`config.mk`:
```
export PLATFORM = sky130hd
export DESIGN_NAME = inverse_park_seq
export DESIGN_NICKNAME = d
export VERILOG_FILES = /design/src/rtl/park_pkg.sv /design/src/rtl/park_mac.sv /design/src/rtl/inverse_park_seq.sv
export SDC_FILE = /design/constraint.sdc
export NUM_CORES = 2
export LEC_CHECK = 0
export CAP_MARGIN = 20
export CORE_MARGIN = 2
export CORE_UTILIZATION = 45
export DETAILED_ROUTE_END_ITERATION = 10
export PLACE_DENSITY = 0.74
export SETUP_SLACK_MARGIN = 0.3
export SLEW_MARGIN = 10
export SYNTH_ARGS = -nofsm -noshare
export SYNTH_HDL_FRONTEND = slang
export SYNTH_SLANG_ARGS = --single-unit
```
`constraint.sdc`:
```
create_clock -name clk -period 21.4 [get_ports clk]
set_input_delay 6.42 -clock clk [delete_from_list [all_inputs] [get_ports clk]]
set_output_delay 6.42 -clock clk [all_outputs]
set_load 0.005 [all_outputs]
```
`src/rtl/park_pkg.sv`:
```
// Shared definitions for the Park / inverse Park transform blocks:
// FSM states, MAC op codes, and the width/rounding/saturation helpers.
package park_pkg;

    // Helpers work at a fixed maximum width and are narrowed by the caller.
    localparam int MAX_W   = 64;
    localparam int ACC_MAX = 2 * MAX_W + 1;

    typedef enum logic [2:0] {
        IDLE,
        A0,
        A1,
        B0,
        B1,
        OUT
    } park_state_t;

    typedef enum logic [1:0] {
        MAC_LOAD,
        MAC_ADD,
        MAC_SUB
    } mac_op_t;

    typedef struct packed {
        logic signed [MAX_W-1:0] value;
        logic                    flag;
    } sat_res_t;

    // Two full products plus one guard bit, so their sum or difference never overflows.
    function automatic int acc_width(input int w);
        return 2 * w + 1;
    endfunction

    function automatic logic signed [ACC_MAX-1:0] round_const(input int q_bits);
        return ACC_MAX'(1) <<< (q_bits - 1);
    endfunction

    // Clamps v to the signed w-bit range when en is set; otherwise the low bits
    // pass through, which wraps once the caller keeps only w of them.
    function automatic sat_res_t saturate(input logic signed [ACC_MAX-1:0] v,
                                          input int                        w,
                                          input logic                      en);
        logic signed [ACC_MAX-1:0] hi;
        logic signed [ACC_MAX-1:0] lo;
        sat_res_t                  r;
        hi      = (ACC_MAX'(1) <<< (w - 1)) - ACC_MAX'(1);
        lo      = ~hi;
        r.value = v[MAX_W-1:0];
        r.flag  = 1'b0;
        if (en && (v > hi)) begin
            r.value = hi[MAX_W-1:0];
            r.flag  = 1'b1;
        end else if (en && (v < lo)) begin
            r.value = lo[MAX_W-1:0];
            r.flag  = 1'b1;
        end
        return r;
    endfunction

endpackage

```
`src/rtl/park_mac.sv`:
```
// Shared signed multiply-accumulate: load, add or subtract one product per enabled cycle.
// acc_d is the value the accumulator takes at the coming edge, so callers can round it in the same cycle.
module park_mac
    import park_pkg::*;
#(
    parameter int W     = 32,
    parameter int ACC_W = 2 * W + 1
) (
    input  logic                    clk,
    input  logic                    rstb,
    input  logic                    en,
    input  logic [1:0]              op,
    input  logic signed [W-1:0]     a,
    input  logic signed [W-1:0]     b,
    output logic signed [ACC_W-1:0] acc_d
);

    logic signed [2*W-1:0]   prod;
    logic signed [ACC_W-1:0] prod_x;
    logic signed [ACC_W-1:0] acc;

    // Operands widened first so (-2^(W-1))^2 is exact.
    assign prod   = (2 * W)'(a) * (2 * W)'(b);
    assign prod_x = ACC_W'(prod);

    always_comb begin
        // NOTE: acc_d gets a default before the case so no latch is inferred for unlisted ops.
        acc_d = acc;
        if (en) begin
            case (mac_op_t'(op))
                MAC_LOAD: acc_d = prod_x;
                MAC_ADD:  acc_d = acc + prod_x;
                MAC_SUB:  acc_d = acc - prod_x;
                default:  acc_d = acc;
            endcase
        end
    end

    always_ff @(posedge clk or negedge rstb) begin
        if (!rstb) begin
            acc <= '0;
        end else begin
            acc <= acc_d;
        end
    end

endmodule

```
`src/rtl/inverse_park_seq.sv`:
```
// Inverse Park transform: alpha = cos*D - sin*Q, beta = sin*D + cos*Q, computed over
// four cycles on one shared multiplier with rounding, optional saturation and handshakes.
module inverse_park_seq
    import park_pkg::*;
#(
    parameter int D_WIDTH = 32,
    parameter int Q_BITS  = 10,
    parameter int ROUND   = 1,
    parameter int SAT     = 1
) (
    input  logic                      clk,
    input  logic                      rstb,
    input  logic                      in_valid,
    output logic                      in_ready,
    input  logic signed [D_WIDTH-1:0] d_in,
    input  logic signed [D_WIDTH-1:0] q_in,
    input  logic signed [D_WIDTH-1:0] sin_in,
    input  logic signed [D_WIDTH-1:0] cos_in,
    output logic                      out_valid,
    input  logic                      out_ready,
    output logic signed [D_WIDTH-1:0] alpha,
    output logic signed [D_WIDTH-1:0] beta,
    output logic                      sat
);

    localparam int ACC_W = acc_width(D_WIDTH);
    localparam logic signed [ACC_W-1:0] RND_K =
        (ROUND != 0) ? ACC_W'(round_const(Q_BITS)) : '0;

    park_state_t state;
    park_state_t state_n;

    logic signed [D_WIDTH-1:0] d_r;
    logic signed [D_WIDTH-1:0] q_r;
    logic signed [D_WIDTH-1:0] s_r;
    logic signed [D_WIDTH-1:0] c_r;

    logic                      mac_en;
    mac_op_t                   mac_op;
    logic signed [D_WIDTH-1:0] mac_a;
    logic signed [D_WIDTH-1:0] mac_b;
    logic signed [ACC_W-1:0]   acc_d;

    logic signed [ACC_W-1:0]   acc_rnd;
    logic signed [ACC_W-1:0]   acc_shr;
    logic signed [ACC_MAX-1:0] acc_ext;
    sat_res_t                  res;
    logic                      accept;

    assign accept = in_valid && in_ready;

    always_comb begin
        state_n = state;
        case (state)
            IDLE:    if (accept) state_n = A0;
            A0:      state_n = A1;
            A1:      state_n = B0;
            B0:      state_n = B1;
            B1:      state_n = OUT;
            OUT:     if (out_ready) state_n = IDLE;
            default: state_n = IDLE;
        endcase
    end

    // Operand schedule: A0 cos*D, A1 -sin*Q, B0 sin*D, B1 +cos*Q.
    always_comb begin
        mac_en = 1'b0;
        mac_op = MAC_LOAD;
        mac_a  = c_r;
        mac_b  = d_r;
        case (state)
            A0: mac_en = 1'b1;
            A1: begin
                mac_en = 1'b1;
                mac_op = MAC_SUB;
                mac_a  = s_r;
                mac_b  = q_r;
            end
            B0: begin
                mac_en = 1'b1;
                mac_a  = s_r;
            end
            B1: begin
                mac_en = 1'b1;
                mac_op = MAC_ADD;
                mac_b  = q_r;
            end
            default: mac_en = 1'b0;
        endcase
    end

    park_mac #(
        .W     (D_WIDTH),
        .ACC_W (ACC_W)
    ) u_mac (
        .clk   (clk),
        .rstb  (rstb),
        .en    (mac_en),
        .op    (mac_op),
        .a     (mac_a),
        .b     (mac_b),
        .acc_d (acc_d)
    );

    // Arithmetic shift floors, so adding half an LSB first gives round-half-up.
    assign acc_rnd = acc_d + RND_K;
    assign acc_shr = acc_rnd >>> Q_BITS;
    assign acc_ext = ACC_MAX'(acc_shr);
    assign res     = saturate(acc_ext, D_WIDTH, SAT != 0);

    always_ff @(posedge clk or negedge rstb) begin
        if (!rstb) begin
            state     <= IDLE;
            in_ready  <= 1'b0;
            out_valid <= 1'b0;
            alpha     <= '0;
            beta      <= '0;
            sat       <= 1'b0;
            d_r       <= '0;
            q_r       <= '0;
            s_r       <= '0;
            c_r       <= '0;
        end else begin
            // NOTE: non-blocking assignments so every register samples pre-edge values.
            state    <= state_n;
            in_ready <= (state_n == IDLE);
            if (accept) begin
                d_r <= d_in;
                q_r <= q_in;
                s_r <= sin_in;
                c_r <= cos_in;
                sat <= 1'b0;
            end
            if (state == A1) begin
                alpha <= res.value[D_WIDTH-1:0];
                sat   <= res.flag;
            end
            if (state == B1) begin
                beta      <= res.value[D_WIDTH-1:0];
                sat       <= sat | res.flag;
                out_valid <= 1'b1;
            end
            if ((state == OUT) && out_ready) begin
                out_valid <= 1'b0;
            end
        end
    end

endmodule

```
# Word level (Yosys, flattened, before mapping)
# Cells that the tools add are included.
# totals
ff_bits	263
input_bits	132
out_inout_bits	67
# op_classes
n_addsub	3
multipliers	1
magnitude_cmp	2
eq_ne	7
muxes	16
bitwise_logic	1
n_reduce_logical	10
# ops
op	count
$pmux W65 S3	1
$mux W33	2
$add A65 B11 Y65 const B	1
$add A65 B64 Y65	1
$mux W65	1
$sub A65 B64 Y65	1
$mul A32 B32 Y64	1
$mux W32	2
$gt A55 B32 Y1 const B	1
$lt A55 B32 Y1 const B	1
$pmux W3 S6	1
$eq A3 B2 Y1 const B	2
$eq A3 B3 Y1 const B	2
$logic_not A3 Y1	2
$mux W1	6
$mux W3	2
$pmux W2 S2	1
$reduce_or A2 Y1	2
$reduce_or A4 Y1	1
$eq A3 B1 Y1 const B	1
$reduce_bool A3 Y1	1
$eq A2 B1 Y1 const B	1
$eq A2 B2 Y1 const B	1
$logic_and A1 B1 Y1	2
other kinds (3)	3

# Longest topological paths before layout
# depth
depth_word	13
depth_mapped	69

# Cells and area by module
# A second synthesis with hierarchy kept.
# hier_totals
hier_cells	6079
hier_area_um2	55867.3
# by_module_without_submodules
module	instances	cells_each	area_per_inst_um2	seq_area_each_um2
park_mac	1	5148	45546.2	1626.6
inverse_park_seq	1	931	10321.1	4954.8

# Worst setup path before layout
# Ideal clock, no wire load.
# synth_timing
path_kind	reg2reg
from	reg state[2]
to	reg beta[12]
setup_ns	0.077
t_arrival_ns	15.478
path_slack_ns	5.845
stages_incl_launch_ff	63
path_buffers	15
period_less_slack_ns	15.555
path_cell_list	dfrtp_1 buf_2 nand2b_1 buf_2 a21oi_2 buf_4 buf_2 buf_2 buf_2 buf_2 buf_2 buf_1 buf_1 nand2_1 nand2_1 clkbuf_1 nand2_1 fa_1 (+27 left out) clkbuf_1 a21o_1 a21o_1 a221oi_1 a21boi_0 a21boi_0 a31oi_1 a221oi_1 or4_1 o2111ai_1 a311o_1 o22ai_1 xor2_2 o31ai_4 and2_1 buf_6 buf_6 a21oi_1
# synth_between
elab_chain_cells	11
# synth_lines
element	line	source
start, declared	inverse_park_seq.sv:30	park_state_t state;
start signal, assigned	inverse_park_seq.sv:125	state <= state_n;
$eq A3 B2 Y1 / $eq A3 B3 Y1 (equally long branches)	inverse_park_seq.sv:71, inverse_park_seq.sv:138	
$reduce_or A2 Y1 (no line)	n/a	
$mux W32	inverse_park_seq.sv:71	case (state)
$mul A32 B32 Y64	park_mac.sv:23	assign prod = (2 * W)'(a) * (2 * W)'(b);
$sub A65 B64 Y65 / $add A65 B64 Y65 (equally long branches)	park_mac.sv:33, park_mac.sv:32	
$pmux W65 S3	park_mac.sv:30	case (mac_op_t'(op))
$mux W65	park_mac.sv:29	if (en) begin
$add A65 B11 Y65	inverse_park_seq.sv:106	assign acc_rnd = acc_d + RND_K;
$lt A55 B32 Y1	park_pkg.sv:53	end else if (en && (v < lo)) begin
$mux W33	park_pkg.sv:53	
$mux W33	park_pkg.sv:50	if (en && (v > hi)) begin
end signal, assigned	inverse_park_seq.sv:139	beta <= res.value[D_WIDTH-1:0];
end, declared	inverse_park_seq.sv:22	output logic signed [D_WIDTH-1:0] beta,
# Parallel ways exist; a longest one is shown, timed or not.
# A chain may end at the register's enable or synchronous reset.

# Final worst setup path
# layout_timing
from	reg state[2]
to	reg beta[24]
# Same word-level chain as after synthesis.

==> results.yml <==
synthesis:
  synth_edf_count: 0
  syn_nets: 7856
  netlist.area_leader.share: 0.386
  synth_ff_type: "dfrtp_1"
  synth_cell_type_count: 114
  synth-seq-area-share: 0.117
  ys_seq_elements: 263
  netlist_area_um2: 56100
  syn_area_per_cell_um2: 8.78
  synth_common_cells: "fa_1, inv_1, nor2_1"
  ys_warn_count: 0
  synthArstFlopShare: 1.00
  synth_top_cell_by_area: "fa_1"
  synth.most_common_cell: "fa_1"
  syn_inst: 6391
  synthTopCellsByArea: "fa_1, dfrtp_1, inv_1"
route:
  routed_wl_um: 195000
  routed_via_density: 5.93
  drc_errors: 14
  ant_nets: 0
  wl_per_cell_um: 24.1
  dr.first_iter.drc_count: 4748
  via_count: 47933
  first_pass_iters: 10
cts:
  cts_buffers: 35
  cts_setup_buffers: 0
  worstSkewPairLatency_ns: 0.60
  htree_levels: 2
  cts-resized-gates: 0
  clkTransAtPathRegs_ns: 0.07
  cts.sinks: 263
  root_buffer: "clkbuf_16"
  ctsHoldBuffers: 0
  clk_path_buf_depth: 3
  cts_tree: "done"
worst_setup_path:
  cp_max_fo: 52
  path_buf_inv: 5
  cp.arrival_ns: 18.39
  cp-start-kind: "register"
  cp_slowest_cell: "a221oi_1"
  cpPeakStageDelay_ns: 0.87
  criticalPathCategory: "reg2reg"
  path_delay_family: "compound AO/OA/AOI/OAI gates"
  required_ns: 21.86
  crit_path_end_kind: "register"
  cpMostUsedCell: "fa_1"
final_layout:
  fill_cells: 11339
  drive_above_1_share: 0.0714
  area_growth_pct: 9.08
  nets: 7885
  final_core_util: 0.495
  final_cells: 8082
sta:
  rsz0062_at_grt: "false"
  drv_slew: 0
  post-route-period-util: 0.838
  fin_setup_tns_ns: 0
  clock_skew_ns: 0.0439
  fmax_mhz: 55.8
  relSlewSlack: 0.211
  finalHoldViolCount: 0
  min_period_ns: 17.93
  worst_slack_ns: 3.47
  setup_violations: 0
  tightest_slew_ns: 1.18
floorplan:
  die_h_um: 357
  core_area_um2: 124000
  start_util: 0.453
  dieArea_um2: 128000
  die_w_um: 357
  rows: 129
  pin_count: 199
grt:
  grt_overflow_total: 0
  grt_pass1_wl_um: 301000
  grt_max_degree: 78
  grt_usage: 0.311
  grt_pass1_vias: 49810
  antenna_found_initial: 5
placement:
  dp_hpwl_um: 157000
  dp_cells: 8016
  port_buffers: 198
  gp_congestion: 1.03
  pre_cts_slack_ns: 3.41
outcome:
  status: "finished with violations"
  violations: "design-rule violations"
job:
  max-cap-violations: 0
worst_hold_path:
  min_path_type: "reg2reg"
[metal layers]
layer	part of all wire	global-route usage	vias up
met3	0.13	0.103	602
met5	0.00028	0	-
met1	0.39	0.415	24007
li1	-	-	20410
met2	0.43	0.459	2908
met4	0.056	0.143	6
[cells in the final DEF (no fill, tap or decap), types with 23 or more instances in the layout]
| cell | n |
|---|---|
| dfrtp_1 | 262 |
| o22a_1 | 30 |
| fa_1 | 1083 |
| mux2_2 | 167 |
| a21o_1 | 50 |
| nand2_1 | 813 |
| o21ai_0 | 159 |
| o31ai_1 | 23 |
| a211oi_1 | 39 |
| mux2i_2 | 32 |
| nand3_1 | 70 |
| and2_1 | 25 |
| ha_1 | 250 |
| nor2_1 | 824 |
| or3_1 | 32 |
| nand4_1 | 76 |
| inv_1 | 1054 |
| nor4_1 | 31 |
| o21a_1 | 34 |
| mux2i_1 | 45 |
| clkdlybuf4s50_1 | 197 |
| nor3_1 | 77 |
| clkbuf_16 | 35 |
| o211ai_1 | 29 |
| a21oi_1 | 239 |
| buf_4 | 104 |
| xor2_1 | 58 |
| and3_1 | 46 |
| xnor2_1 | 123 |
[cell type report]
| class | instances | area [um2] | share of cell area |
|---|---|---|---|
| well taps | 1637 | 2050 | 0.0335 |
| flip-flops and latches | 263 | 6580 | 0.108 |
| multi-input cells | 4757 | 44600 | 0.728 |
| diodes | 1 | 2.50 | 0.0000409 |
| inverters | 1056 | 3960 | 0.0647 |
| clock inverters | 18 | 243 | 0.00396 |
| clock buffers | 43 | 916 | 0.0150 |
| repair buffers | 307 | 2870 | 0.0468 |
[state kept, by name (all words and copies together), names as in the netlist]
name and flops:
d_r 32, s_r 32, u_mac.acc 65, state 3, in_ready 1, out_valid 1
beta 32, q_r 32, c_r 32, sat 1, alpha 32
[kinds of logic after synthesis]
kind of cell / after synthesis / share of synthesized area
flops: 263 / 0.117
compound gates: 861 / 0.104
xor+xnor: 183 / 0.0287
simple gates: 2124 / 0.165
buf+inv: 1371 / 0.0933
fa+ha+maj: 1333 / 0.442
mux: 256 / 0.0494
[final timing paths]
kind / from / to / slack, ns / cells past startpoint
max: state[2] / beta[24] / 3.47 / 50
min: q_r[31] / q_r[31] / 0.51 / 1
max reg2reg: state[2] / beta[24] / 3.47 / 50
min reg2reg: q_r[31] / q_r[31] / 0.51 / 1
max in group asynchronous: rstb / s_r[4] / 13.43 / 3
min in group asynchronous: rstb / q_r[31] / 5.77 / 1
[per-stage QoR]
stage	hold slack (ns)	instance area (um2)
6_report	0.514	61200
3_3_place_gp	0.462	60000
4_1_cts	0.493	61100
2_1_floorplan	0.473	56100
3_5_place_dp	0.469	60000
5_1_grt	0.525	61200
Power is not shown: default switching activity piles up to over one toggle a cycle in this logic, so the estimate is an artifact.
